<file path="config.mk">
export PLATFORM = sky130hd
export DESIGN_NAME = traceback_3d_flat
export DESIGN_NICKNAME = d
export VERILOG_FILES = /design/src/rtl/traceback_3d_pkg.sv /design/src/rtl/traceback_3d_if.sv /design/src/rtl/traceback_3d.sv /design/src/flat_wrapper.sv
export SDC_FILE = /design/constraint.sdc
export NUM_CORES = 1
export LEC_CHECK = 0
export ABC_CLOCK_PERIOD_IN_PS = 2200
export CORE_ASPECT_RATIO = 1.25
export CORE_UTILIZATION = 44
export CTS_CLUSTER_DIAMETER = 30
export DETAILED_ROUTE_END_ITERATION = 8
export GPL_TIMING_DRIVEN = 0
export HOLD_SLACK_MARGIN = 0.05
export PLACE_DENSITY = 0.75
export RECOVER_POWER = 50
export SYNTH_ARGS = -nofsm -noshare
export SYNTH_HDL_FRONTEND = slang
export SYNTH_SLANG_ARGS = --single-unit
</file>
<file path="constraint.sdc">
create_clock -name clk -period 2.2 [get_ports clk]
set_input_delay 0.44 -clock clk [delete_from_list [all_inputs] [get_ports clk]]
set_output_delay 0.44 -clock clk [all_outputs]
set_load 0.02 [all_outputs]
</file>
<file path="src/rtl/traceback_3d_pkg.sv">
// Shared types for the 3-D alignment traceback: move masks and FSM states.
// A move mask is {di,dj,dk}; a set bit means that coordinate steps down by one.
package traceback_3d_pkg;

    typedef logic [2:0] move_t;

    localparam move_t MV_M   = 3'b111;
    localparam move_t MV_IX  = 3'b100;
    localparam move_t MV_IY  = 3'b010;
    localparam move_t MV_IZ  = 3'b001;
    localparam move_t MV_IXY = 3'b110;
    localparam move_t MV_IXZ = 3'b101;
    localparam move_t MV_IYZ = 3'b011;

    typedef enum logic [1:0] {
        ST_IDLE = 2'd0,
        ST_READ = 2'd1,
        ST_EMIT = 2'd2,
        ST_FIN  = 2'd3
    } state_t;

endpackage

</file>
<file path="src/rtl/traceback_3d_if.sv">
// Request, pointer-memory read, column-stream and status signals of traceback_3d.
// The master modport is the traceback engine; slave is its environment.
interface traceback_3d_if
    import traceback_3d_pkg::*;
#(
    parameter int IDX_W = 6,
    parameter int CNT_W = 8
);
    logic             start;
    logic [IDX_W-1:0] end_i;
    logic [IDX_W-1:0] end_j;
    logic [IDX_W-1:0] end_k;

    logic             rd_req;
    logic [IDX_W-1:0] rd_i;
    logic [IDX_W-1:0] rd_j;
    logic [IDX_W-1:0] rd_k;
    logic             rd_valid;
    move_t            rd_ptr;

    logic             step_valid;
    logic             step_ready;
    move_t            step_move;
    logic             step_last;

    logic             busy;
    logic             done;
    logic             err;
    logic [CNT_W-1:0] step_cnt;

    modport master (
        input  start, end_i, end_j, end_k, rd_valid, rd_ptr, step_ready,
        output rd_req, rd_i, rd_j, rd_k, step_valid, step_move, step_last,
               busy, done, err, step_cnt
    );

    modport slave (
        output start, end_i, end_j, end_k, rd_valid, rd_ptr, step_ready,
        input  rd_req, rd_i, rd_j, rd_k, step_valid, step_move, step_last,
               busy, done, err, step_cnt
    );

endinterface

</file>
<file path="src/rtl/traceback_3d.sv">
// Walks a 3-D pointer memory from an end cell back to (0,0,0), emitting one
// move mask per alignment column and flagging pointers that would underflow.
module traceback_3d
    import traceback_3d_pkg::*;
#(
    parameter int IDX_W = 6,
    parameter int CNT_W = 8
) (
    input  logic           clk,
    input  logic           rst,
    traceback_3d_if.master bus
);

    // state | meaning
    // IDLE  | waiting for start
    // READ  | rd_req held at current cell until rd_valid
    // EMIT  | column offered downstream until step_ready
    // FIN   | one-cycle done (and err) pulse

    state_t           state_q, state_d;
    logic [IDX_W-1:0] ci_q, ci_d, cj_q, cj_d, ck_q, ck_d;
    move_t            move_q, move_d;
    logic [CNT_W-1:0] cnt_q, cnt_d;
    logic             err_q, err_d;

    logic [IDX_W-1:0] ni, nj, nk;
    logic             zero_after;

    function automatic logic ptr_legal(input move_t p, input logic [IDX_W-1:0] i,
                                       input logic [IDX_W-1:0] j, input logic [IDX_W-1:0] k);
        return (p != 3'b000) && !(p[2] && (i == '0)) && !(p[1] && (j == '0))
               && !(p[0] && (k == '0));
    endfunction

    assign ni = ci_q - {{(IDX_W-1){1'b0}}, move_q[2]};
    assign nj = cj_q - {{(IDX_W-1){1'b0}}, move_q[1]};
    assign nk = ck_q - {{(IDX_W-1){1'b0}}, move_q[0]};
    assign zero_after = (ni == '0) && (nj == '0) && (nk == '0);

    always_ff @(posedge clk or posedge rst) begin
        if (rst) begin
            state_q <= ST_IDLE;
            ci_q    <= '0;
            cj_q    <= '0;
            ck_q    <= '0;
            move_q  <= '0;
            cnt_q   <= '0;
            err_q   <= 1'b0;
        end else begin
            state_q <= state_d;
            ci_q    <= ci_d;
            cj_q    <= cj_d;
            ck_q    <= ck_d;
            move_q  <= move_d;
            cnt_q   <= cnt_d;
            err_q   <= err_d;
        end
    end

    always_comb begin
        state_d = state_q;
        ci_d    = ci_q;
        cj_d    = cj_q;
        ck_d    = ck_q;
        move_d  = move_q;
        cnt_d   = cnt_q;
        err_d   = err_q;
        case (state_q)
            ST_IDLE: begin
                if (bus.start) begin
                    ci_d    = bus.end_i;
                    cj_d    = bus.end_j;
                    ck_d    = bus.end_k;
                    cnt_d   = '0;
                    err_d   = 1'b0;
                    state_d = ((bus.end_i == '0) && (bus.end_j == '0) && (bus.end_k == '0))
                              ? ST_FIN : ST_READ;
                end
            end
            ST_READ: begin
                if (bus.rd_valid) begin
                    if (ptr_legal(bus.rd_ptr, ci_q, cj_q, ck_q)) begin
                        move_d  = bus.rd_ptr;
                        state_d = ST_EMIT;
                    end else begin
                        err_d   = 1'b1;
                        state_d = ST_FIN;
                    end
                end
            end
            ST_EMIT: begin
                if (bus.step_ready) begin
                    ci_d    = ni;
                    cj_d    = nj;
                    ck_d    = nk;
                    cnt_d   = cnt_q + CNT_W'(1);
                    state_d = zero_after ? ST_FIN : ST_READ;
                end
            end
            ST_FIN: begin
                state_d = ST_IDLE;
            end
            default: begin
                state_d = ST_IDLE;
            end
        endcase
    end

    assign bus.rd_req     = (state_q == ST_READ);
    assign bus.rd_i       = ci_q;
    assign bus.rd_j       = cj_q;
    assign bus.rd_k       = ck_q;
    assign bus.step_valid = (state_q == ST_EMIT);
    assign bus.step_move  = move_q;
    assign bus.step_last  = (state_q == ST_EMIT) && zero_after;
    assign bus.busy       = (state_q != ST_IDLE);
    assign bus.done       = (state_q == ST_FIN);
    assign bus.err        = (state_q == ST_FIN) && err_q;
    assign bus.step_cnt   = cnt_q;

endmodule
</file>
<file path="src/flat_wrapper.sv">
// flat-port wrapper written by rule: the top's interface ports become plain ports
module traceback_3d_flat import traceback_3d_pkg::*;
#(
    parameter int IDX_W = 6,
    parameter int CNT_W = 8
)
  (clk, rst, bus_start, bus_end_i, bus_end_j, bus_end_k, bus_rd_valid, bus_rd_ptr, bus_step_ready, bus_rd_req, bus_rd_i, bus_rd_j, bus_rd_k, bus_step_valid, bus_step_move, bus_step_last, bus_busy, bus_done, bus_err, bus_step_cnt);
  traceback_3d_if #(.IDX_W(IDX_W), .CNT_W(CNT_W)) bus_i ();
  input  logic clk;
  input  logic rst;
  input wire logic [$bits(bus_i.start)-1:0] bus_start;
  input wire logic [$bits(bus_i.end_i)-1:0] bus_end_i;
  input wire logic [$bits(bus_i.end_j)-1:0] bus_end_j;
  input wire logic [$bits(bus_i.end_k)-1:0] bus_end_k;
  input wire logic [$bits(bus_i.rd_valid)-1:0] bus_rd_valid;
  input wire logic [$bits(bus_i.rd_ptr)-1:0] bus_rd_ptr;
  input wire logic [$bits(bus_i.step_ready)-1:0] bus_step_ready;
  output wire logic [$bits(bus_i.rd_req)-1:0] bus_rd_req;
  output wire logic [$bits(bus_i.rd_i)-1:0] bus_rd_i;
  output wire logic [$bits(bus_i.rd_j)-1:0] bus_rd_j;
  output wire logic [$bits(bus_i.rd_k)-1:0] bus_rd_k;
  output wire logic [$bits(bus_i.step_valid)-1:0] bus_step_valid;
  output wire logic [$bits(bus_i.step_move)-1:0] bus_step_move;
  output wire logic [$bits(bus_i.step_last)-1:0] bus_step_last;
  output wire logic [$bits(bus_i.busy)-1:0] bus_busy;
  output wire logic [$bits(bus_i.done)-1:0] bus_done;
  output wire logic [$bits(bus_i.err)-1:0] bus_err;
  output wire logic [$bits(bus_i.step_cnt)-1:0] bus_step_cnt;
  assign bus_i.start = bus_start;
  assign bus_i.end_i = bus_end_i;
  assign bus_i.end_j = bus_end_j;
  assign bus_i.end_k = bus_end_k;
  assign bus_i.rd_valid = bus_rd_valid;
  assign bus_i.rd_ptr = bus_rd_ptr;
  assign bus_i.step_ready = bus_step_ready;
  assign bus_rd_req = bus_i.rd_req;
  assign bus_rd_i = bus_i.rd_i;
  assign bus_rd_j = bus_i.rd_j;
  assign bus_rd_k = bus_i.rd_k;
  assign bus_step_valid = bus_i.step_valid;
  assign bus_step_move = bus_i.step_move;
  assign bus_step_last = bus_i.step_last;
  assign bus_busy = bus_i.busy;
  assign bus_done = bus_i.done;
  assign bus_err = bus_i.err;
  assign bus_step_cnt = bus_i.step_cnt;
  traceback_3d #(.IDX_W(IDX_W), .CNT_W(CNT_W)) u_core (.clk(clk), .rst(rst), .bus(bus_i));
endmodule
</file>
==> flow_summary_export.csv, run 1 <==
group,metric,value,unit
timing,min_period,2520,ps
job,drv_cap,0,
hold_path,worst_hold_path.num_cells,2,
finish,diodes,0,
clock_tree,cts_tree,"built",
timing,rsz0062_at_grt,"yes",
finish,postLayoutCellArea,3110,sq um
timing,fin_crit_sh,1.15,
synthesis,async_flop_share,1.00,
clock_tree,clock_latency,290,ps
synthesis,ys_types,44,
synthesis,ys_top_cells_by_area,"dfrtp_1, nor2_1, ha_1",
hold_path,worst_hold_path.endpoint,"u_core.err_q",
power,power,4510,uW
setup_path,crit_path_end_kind,"output port",
placed_design,place_hpwl,4350,um
timing,fin_worst_skew,3.83,ps
synthesis,yosysWarnings,0,
clock_tree,clk_pin_slew,70,ps
outcome,violations,"negative setup slack",
setup_path,r2r_start,"u_core.bus.rd_k[0]",
synthesis,synth_top_area_cell,"dfrtp_1",
synthesis,synth_fp_nets,279,
die,rows,27,
clock_tree,h-tree-depth,2,
setup_path,start_kind,"register",
setup_path,crit_arrival,2080,ps
timing,worst_slew_pin_slew,1270,ps
die,die_h,79.1,um
setup_path,worstSetupPathType,"register to output port",
timing,finalMaxSlewViolations,0,
die,die_x,63.7,um
power,peakVddDrop,0.000905,V
hold_path,hold_start,"u_core.err_q",
grt,grt_use_total,0.272,
setup_path,r2r_cells,10,
finish,layout-drive-gt1-share,0.206,
routing,route.detailed.drc,0,
clock_tree,clockBufferDepth,2,
synthesis,postSynthAreaPerCell,8.51,sq um
die,start_util,0.466,
grt,grt_max_degree,33,
setup_path,cp_max_fo,5,
clock_tree,root_buffer,"clkbuf_8",
clock_tree,numCtsBuffers,5,
synthesis,synth.ff_latch_count,32,
grt,grt-ovfl-total,0,
routing,dr.pass1.iters,4,
die,die-area,5040,sq um
synthesis,synth-edff-count,0,
synthesis,synth_common_cells,"dfrtp_1, nor2_1, nand2_1",
timing,finalSetupTns,-325,ps
hold_path,hold_path_class,"register to register",
setup_path,rrSetupSlack,210,ps
timing,fmax,0.396,GHz
outcome,status,"finished, violations left",
routing,wl_per_cell,16.5,um
grt,grt_pass1_wl,10600,um
die,core-area,4490,sq um
placed_design,postPlaceCellArea,2800,sq um
timing,setup_violations,1,
setup_path,required,1760,ps
synthesis,yosys.area.top_type_share,0.383,
setup_path,r2r-end,"u_core.state_q[1]",
timing,relSlewSlack,0.150,
finish,area_growth,48.6,%
synthesis,ys_seq_area_frac,0.383,
routing,vias_per_cell,5.84,
synthesis,yosysMostFrequentCell,"dfrtp_1",
routing,drt_wl_total,6270,um
die,pin_count,61,
clock_tree,hold_buffers,0,
grt,grt_pass1_vias,2254,
power,power.density,1450,nW/um^2
timing,fin_ws,-325,ps
routing,vias,2213,
finish,nets,353,
synthesis,synth_ff_type,"dfrtp_1",
placed_design,port_buffers,60,
power,power_leakage,0.00126,uW
placed_design,gp_congestion,0.866,
timing,hold_violations,0,
synthesis,syn-cell-area,2090,sq um
grt,antenna_found_initial,0,
clock_tree,cts_num_sinks,32,
routing,ant_nets,0,
synthesis,syn_inst,246,
routing,first_iter_violations,143,
worst max-delay path, stage by stage, from the launching register on:
cell      delay [ps]
dfrtp_1          400
inv_2             90
ha_4             150
ha_4             150
nor2b_4          160
a21oi_2           60
o31ai_2          270
o211ai_1         220
nor2_4           150
buf_6            130
layout make-up:
type                    count  area [sq um]
well taps                  58          72.6
clock buffers               8           100
inverters                  12          45.0
plain buffers              13          71.3
repair buffers             68           668
fillers                   338          1380
multi-input cells         188          1350
flip-flops and latches     32           806
layout by cell type (no fill, tap or decap), types with 3 or more instances in the layout:
cell	count
nand4_1	6
xor2_1	5
xnor2_1	3
nor2_1	24
nor2b_1	4
nand2_1	19
o32ai_1	3
a211oi_1	4
nor3_1	5
clkbuf_1	4
o211ai_1	6
and3_1	5
clkdlybuf4s50_1	55
a21oi_1	15
dfrtp_1	28
o21ai_0	17
nand2b_1	4
ha_4	6
o21ai_1	6
inv_1	9
a31oi_1	4
nand3_1	7
buf_2	6
mux2_2	4
inv_2	3
buf_4	11
a21o_1	3
clkbuf_8	7
nor4_1	4
dfrtp_2	4
stage by stage:
| step | util | hold slack, ps | std cells | setup slack (ps) |
|---|---|---|---|---|
| 2_1_floorplan | - | 507 | 246 | 11.7 |
| 3_3_place_gp | 0.622 | 521 | 364 | -711 |
| 3_5_place_dp | 0.622 | 528 | 364 | -716 |
| 4_1_cts | 0.687 | 543 | 380 | -263 |
| 5_1_grt | 0.692 | 582 | 379 | -379 |
| 6_report | 0.692 | 537 | 379 | -325 |
cell families (layout without fill, tap and decap cells):
family,after synthesis,after routing,share of synthesized area
and+or+nand+nor,95,95,0.238
AOI/OAI and AO/OA,70,70,0.207
DFF,32,32,0.383
buffers and inverters,26,101,0.0562
xor gates and xnor gates,10,10,0.0418
adders and majority gates,7,7,0.0418
muxes,6,6,0.0329
repair_timing:
action | CTS | global route
buffers inserted | 8 | 0
pin swaps | 7 | 3
cloned | 0 | 0
gates resized for setup | 33 | 8
endpoints found under the setup margin | 5 | 5
report_power, final:
part | total (uW) | switching [uW] | internal [uW]
logic | 2810 | 1500 | 1310
clock network | 514 | 228 | 286
registers | 1190 | 362 | 832
total | 4510 | 2090 | 2420
worst max-delay path by stage:
stage	startpoint	depth (start not counted)	to	slack (ps)
6_report	u_core.bus.rd_k[0]	9	bus_step_last	-320
2_1_floorplan	u_core.bus.rd_i[0]	8	bus_step_last	10
5_1_grt	u_core.bus.rd_j[1]	8	bus_step_last	-380
3_5_place_dp	u_core.bus.rd_k[0]	9	bus_step_last	-720
3_3_place_gp	u_core.bus.rd_k[0]	9	bus_step_last	-710
4_1_cts	u_core.bus.rd_k[0]	9	bus_step_last	-260
flip-flops by register name, summed over array words and instances, names as in the netlist:
register / cells
u_core.bus.rd_j: 6
u_core.bus.rd_i: 6
u_core.bus.rd_k: 6
u_core.state_q: 2
u_core.bus.step_move: 3
u_core.bus.step_cnt: 8
u_core.err_q: 1
layer usage:
layer / up-vias / part of all wire / GRT usage
met5: - / 0 / 0
met4: 0 / 0.039 / 0.132
met3: 20 / 0.058 / 0.0489
met2: 106 / 0.51 / 0.487
met1: 1060 / 0.39 / 0.308
li1: 1027 / - / -
Power figures use the tool's default switching activity.
==> inputs of run 2 (changes only) <==
Settings changed: CELL_PAD_IN_SITES_DETAIL_PLACEMENT set to 0, CELL_PAD_IN_SITES_GLOBAL_PLACEMENT set to 1, CORE_UTILIZATION 44 to 35, PLACE_DENSITY 0.75 to unset, PLACE_DENSITY_LB_ADDON set to 0.1.
==> run 2 against run 1 <==
Effect of this change: the run still ends with negative setup slack left; fmax up 1.1%; cell area up 1.4%; core utilization down 15 points; global-route usage down 4.9 points; cell count up 3.4%; clock skew up 3.2 ps; largest cell class unchanged; largest power group unchanged; highest routed layer unchanged.
==> flow_summary_export.csv, run 2 (synthesis results as in run 1) <==
group,metric,value,unit
outcome,status,"finished, violations left",
outcome,violations,"negative setup slack",
setup_path,slowest_stage,"dfrtp_2",
die,pin_count,61,
finish,postLayoutCellArea,3150,sq um
grt,grt_use_total,0.223,
routing,vias_per_cell,5.55,
setup_path,crit_arrival,2060,ps
timing,min_period,2500,ps
routing,drt_wl_total,6650,um
setup_path,worstSetupPathType,"register to output port",
routing,vias,2174,
job,drv_cap,0,
placed_design,dp_cells,372,
placed_design,place_ws,-753,ps
finish,mostFrequentLayoutCells,"clkdlybuf4s50_1, dfrtp_1, nor2_1, nand2_1, o21ai_0",
die,die_x,71.2,um
clock_tree,clockBufferDepth,2,
clock_tree,clk_pin_slew,70,ps
setup_path,r2r_cells,10,
finish,area_growth,50.7,%
die,die-area,6300,sq um
timing,rsz0062_at_grt,"yes",
timing,fmax,0.400,GHz
clock_tree,root_buffer,"clkbuf_8",
finish,fin_util,0.546,
routing,wl_per_cell,17.0,um
setup_path,cpPeakStageDelay,360,ps
finish,final_common_cell,"clkdlybuf4s50_1",
placed_design,place_hpwl,4770,um
clock_tree,cts_tree,"built",
clock_tree,clock_latency,300,ps
placed_design,postPlaceCellArea,2810,sq um
setup_path,worstPathCellList,"inv_1, ha_4, ha_4, inv_2, a21oi_2, o32ai_2, o211ai_1, nor2_4, buf_6",
setup_path,cp_top_family,"compound AO/OA/AOI/OAI gates",
clock_tree,cts_num_sinks,32,
die,rows,31,
setup_path,critPathMostFrequentCell,"ha_4",
finish,largest_reg_flops,8,
routing,dr.pass1.iters,6,
clock_tree,h-tree-depth,2,
finish,nets,358,
timing,fin_crit_sh,1.14,
die,core-area,5780,sq um
setup_path,rrSetupSlack,270,ps
grt,grt_max_degree,33,
finish,fillers,561,
clock_tree,hold_buffers,0,
setup_path,required,1760,ps
grt,grt_pass1_wl,10600,um
setup_path,crit_path_end_kind,"output port",
routing,ant_nets,0,
finish,fin_cells,392,
timing,hold_violations,0,
grt,grt_pass1_vias,2071,
setup_path,start_kind,"register",
finish,diodes,0,
power,power_leakage,0.00129,uW
timing,fin_worst_skew,7.02,ps
placed_design,gp_congestion,0.815,
placed_design,port_buffers,60,
setup_path,path_depth,9,
finish,layout-drive-gt1-share,0.212,
timing,relSlewSlack,0.131,
die,die_h,88.5,um
power,power.density,1480,nW/um^2
timing,setup_violations,3,
timing,worst_slew_pin_slew,1300,ps
timing,fin_ws,-298,ps
setup_path,cp_max_fo,5,
grt,antenna_found_initial,0,
clock_tree,numCtsBuffers,5,
die,start_util,0.362,
grt,grt-ovfl-total,0,
routing,first_iter_violations,138,
routing,route.detailed.drc,0,
hold_path,hold_path_class,"register to register",
setup_path,cp.buffers_inverters,3,
hold_path,worst_hold_path.num_cells,2,
timing,finalMaxSlewViolations,0,
power,peakVddDrop,0.000742,V
run 2: through the flow:
step / total power [uW] / TNS, ps / hold WS, ps
floorplan: 2630 / 0 / 507
CTS: 4670 / -277 / 544
finish: 4670 / -434 / 530
global placement: 3610 / -799 / 523
global route: 4980 / -890 / 566
detailed placement: 3610 / -815 / 524
run 2: worst register-to-register path, delay by kind of cell, from the launching register on:
kind	cells	cell delay, ps
fa+ha+maj	2	370
flops	1	360
buf+inv	4	460
compound gates	4	690
run 2: final timing paths:
kind	endpoint	startpoint
hold reg to reg	u_core.bus.step_cnt[7]	u_core.bus.step_cnt[7]
min in group asynchronous	u_core.bus.rd_i[2]	rst
max in group asynchronous	u_core.bus.step_move[2]	rst
hold / removal	u_core.bus.step_cnt[7]	u_core.bus.step_cnt[7]
setup / recovery	bus_step_last	u_core.bus.rd_i[0]
setup reg to reg	u_core.state_q[1]	u_core.bus.rd_i[0]
run 2: where the power goes:
part / total, uW / internal, uW / switching (uW)
registers: 1170 / 831 / 336
logic: 2860 / 1340 / 1520
clock network: 646 / 400 / 246
run 2: routing by layer:
layer,up-vias,global-route usage,part of all wire
met5,-,0,0
met4,0,0.0655,0.013
met3,9,0.0262,0.040
met2,54,0.423,0.54
met1,1069,0.263,0.40
li1,1042,-,-
run 2: cell type report:
type	instances	area, sq um	area share
well taps	66	82.6	0.0262
flip-flops and latches	32	806	0.255
clock inverters	1	30.0	0.00952
repair buffers	73	701	0.222
multi-input cells	188	1330	0.421
inverters	12	45.0	0.0143
plain buffers	13	65.1	0.0206
clock buffers	7	96.3	0.0305
run 2: what timing repair did:
action | CTS | global route
setup buffers | 13 | 0
setup endpoints to repair | 5 | 2
pin swaps | 10 | 0
endpoints found under the hold margin | 0 | 0
gates resized for setup | 35 | 3
==> inputs of run 3 (changes only) <==
Settings changed: SLEW_MARGIN set to 20.
==> run 3 against run 2 <==
Effect of this change: the run still ends with negative setup slack left; critical path type unchanged; non-clock buffer count unchanged; die area unchanged; power about the same; worst hold slack unchanged; flip-flop and latch count unchanged; register-to-register slack about the same; clock power about the same; largest power group unchanged; clock skew unchanged; via count unchanged; core utilization unchanged; cell area unchanged; combinational power about the same.
==> flow_summary_export.csv, run 3 (synthesis results as in run 1) <==
group,metric,value,unit
die,rows,31,
outcome,status,"finished, violations left",
routing,vias,2174,
setup_path,cpPeakStageDelay,360,ps
finish,layout-drive-gt1-share,0.212,
clock_tree,numCtsBuffers,5,
finish,fin_util,0.546,
routing,first_iter_violations,138,
clock_tree,h-tree-depth,2,
grt,grt_pass1_wl,10600,um
setup_path,required,1760,ps
clock_tree,clockBufferDepth,2,
finish,mostFrequentLayoutCells,"clkdlybuf4s50_1, dfrtp_1, nor2_1, nand2_1, o21ai_0",
timing,fin_worst_skew,7.02,ps
power,peakVddDrop,0.000742,V
timing,holdWs,530,ps
timing,fin_crit_sh,1.14,
setup_path,cp_max_fo,5,
routing,drt_wl_total,6650,um
job,drv_cap,0,
setup_path,rrSetupSlack,270,ps
setup_path,r2r-end,"u_core.state_q[1]",
placed_design,gp_congestion,0.815,
setup_path,cp.buffers_inverters,3,
placed_design,place_hpwl,4780,um
clock_tree,cts_num_sinks,32,
die,die-area,6300,sq um
timing,hold_violations,0,
hold_path,hold_path_class,"register to register",
grt,grt-ovfl-total,0,
die,start_util,0.362,
grt,grt_pass1_vias,2073,
setup_path,worstPathCellList,"inv_1, ha_4, ha_4, inv_2, a21oi_2, o32ai_2, o211ai_1, nor2_4, buf_6",
placed_design,port_buffers,60,
clock_tree,clk_pin_slew,70,ps
power,power.density,1480,nW/um^2
finish,fin_cells,392,
routing,dr.pass1.iters,6,
finish,area_growth,50.7,%
timing,fin_ws,-298,ps
die,die_x,71.2,um
timing,rsz0062_at_grt,"yes",
die,core-area,5780,sq um
setup_path,cp_top_family,"compound AO/OA/AOI/OAI gates",
finish,final_common_cell,"clkdlybuf4s50_1",
clock_tree,cts_tree,"built",
setup_path,critPathMostFrequentCell,"ha_4",
clock_tree,clock_latency,300,ps
timing,relSlewSlack,0.131,
hold_path,worst_hold_path.num_cells,2,
grt,grt_max_degree,33,
power,power_leakage,0.00129,uW
setup_path,slowest_stage,"dfrtp_2",
timing,min_period,2500,ps
setup_path,r2r_start,"u_core.bus.rd_i[0]",
routing,ant_nets,0,
routing,wl_per_cell,17.0,um
placed_design,place_ws,-753,ps
setup_path,crit_path_end_kind,"output port",
hold_path,worst_hold_path.endpoint,"u_core.bus.step_cnt[7]",
setup_path,r2r_cells,10,
finish,nets,358,
die,die_h,88.5,um
routing,vias_per_cell,5.55,
timing,worst_slew_pin_slew,1300,ps
setup_path,worstSetupPathType,"register to output port",
timing,finalMaxSlewViolations,0,
placed_design,dp_cells,372,
hold_path,hold_start,"u_core.bus.step_cnt[7]",
setup_path,crit_arrival,2060,ps
grt,grt_use_total,0.223,
setup_path,start_kind,"register",
die,pin_count,61,
timing,setup_violations,3,
finish,largest_reg_flops,8,
finish,diodes,0,
timing,fmax,0.400,GHz
routing,route.detailed.drc,0,
outcome,violations,"negative setup slack",
clock_tree,root_buffer,"clkbuf_8",
grt,antenna_found_initial,0,
[run 3: cell counts in the layout (fill, tap and decap cells not counted)]
Identical to the previous run, type by type.
[run 3: per-stage QoR]
stage / area, sq um / setup TNS (ps) / power, uW
6_report: 3150 / -434 / 4670
3_3_place_gp: 2810 / -799 / 3610
5_1_grt: 3150 / -890 / 4980
4_1_cts: 3160 / -277 / 4670
2_1_floorplan: 2120 / 0 / 2630
3_5_place_dp: 2810 / -815 / 3610
[run 3: routing by layer]
layer,part of all wire,track usage
met5,0,0
met4,0.013,0.0655
met3,0.040,0.0262
met2,0.54,0.423
met1,0.40,0.264
[run 3: layout make-up]
type,instances,area [sq um]
clock buffers,7,96.3
inverters,12,45.0
fillers,562,2630
plain buffers,13,65.1
clock inverters,1,30.0
well taps,66,82.6
repair buffers,73,701
multi-input cells,188,1330
flip-flops and latches,32,806
[run 3: what timing repair did]
action / 4_1_cts / 5_1_grt
setup buffers: 13 / 0
pin swaps: 10 / 0
gates resized for setup: 35 / 3
hold buffers: 0 / 0
gates cloned: 0 / 0
endpoints found under the setup margin: 5 / 2
[run 3: how the worst max path moves through the flow]
stage / slack [ps] / from / endpoint / cells past startpoint
floorplan: 10 / u_core.bus.rd_i[0] / bus_step_last / 8
global route: -380 / u_core.bus.rd_j[0] / bus_step_last / 9
detailed placement: -750 / u_core.bus.rd_k[0] / bus_step_last / 9
CTS: -280 / u_core.bus.rd_k[0] / bus_step_last / 9
finish: -300 / u_core.bus.rd_i[0] / bus_step_last / 9
global placement: -740 / u_core.bus.rd_k[0] / bus_step_last / 9
[run 3: worst register-to-register path: stages (launching register included)]
cell	delay, ps
dfrtp_2	360
inv_1	80
ha_4	190
ha_4	180
inv_2	70
a21oi_2	50
o32ai_2	320
o211ai_1	230
buf_4	190
buf_4	120
o22ai_1	90
[run 3: power by group]
group	internal (uW)	switching [uW]	leakage, uW
Clock	400	246	0.0000645
Sequential	831	336	0.000396
Combinational	1340	1520	0.000834
Total	2570	2100	0.00129
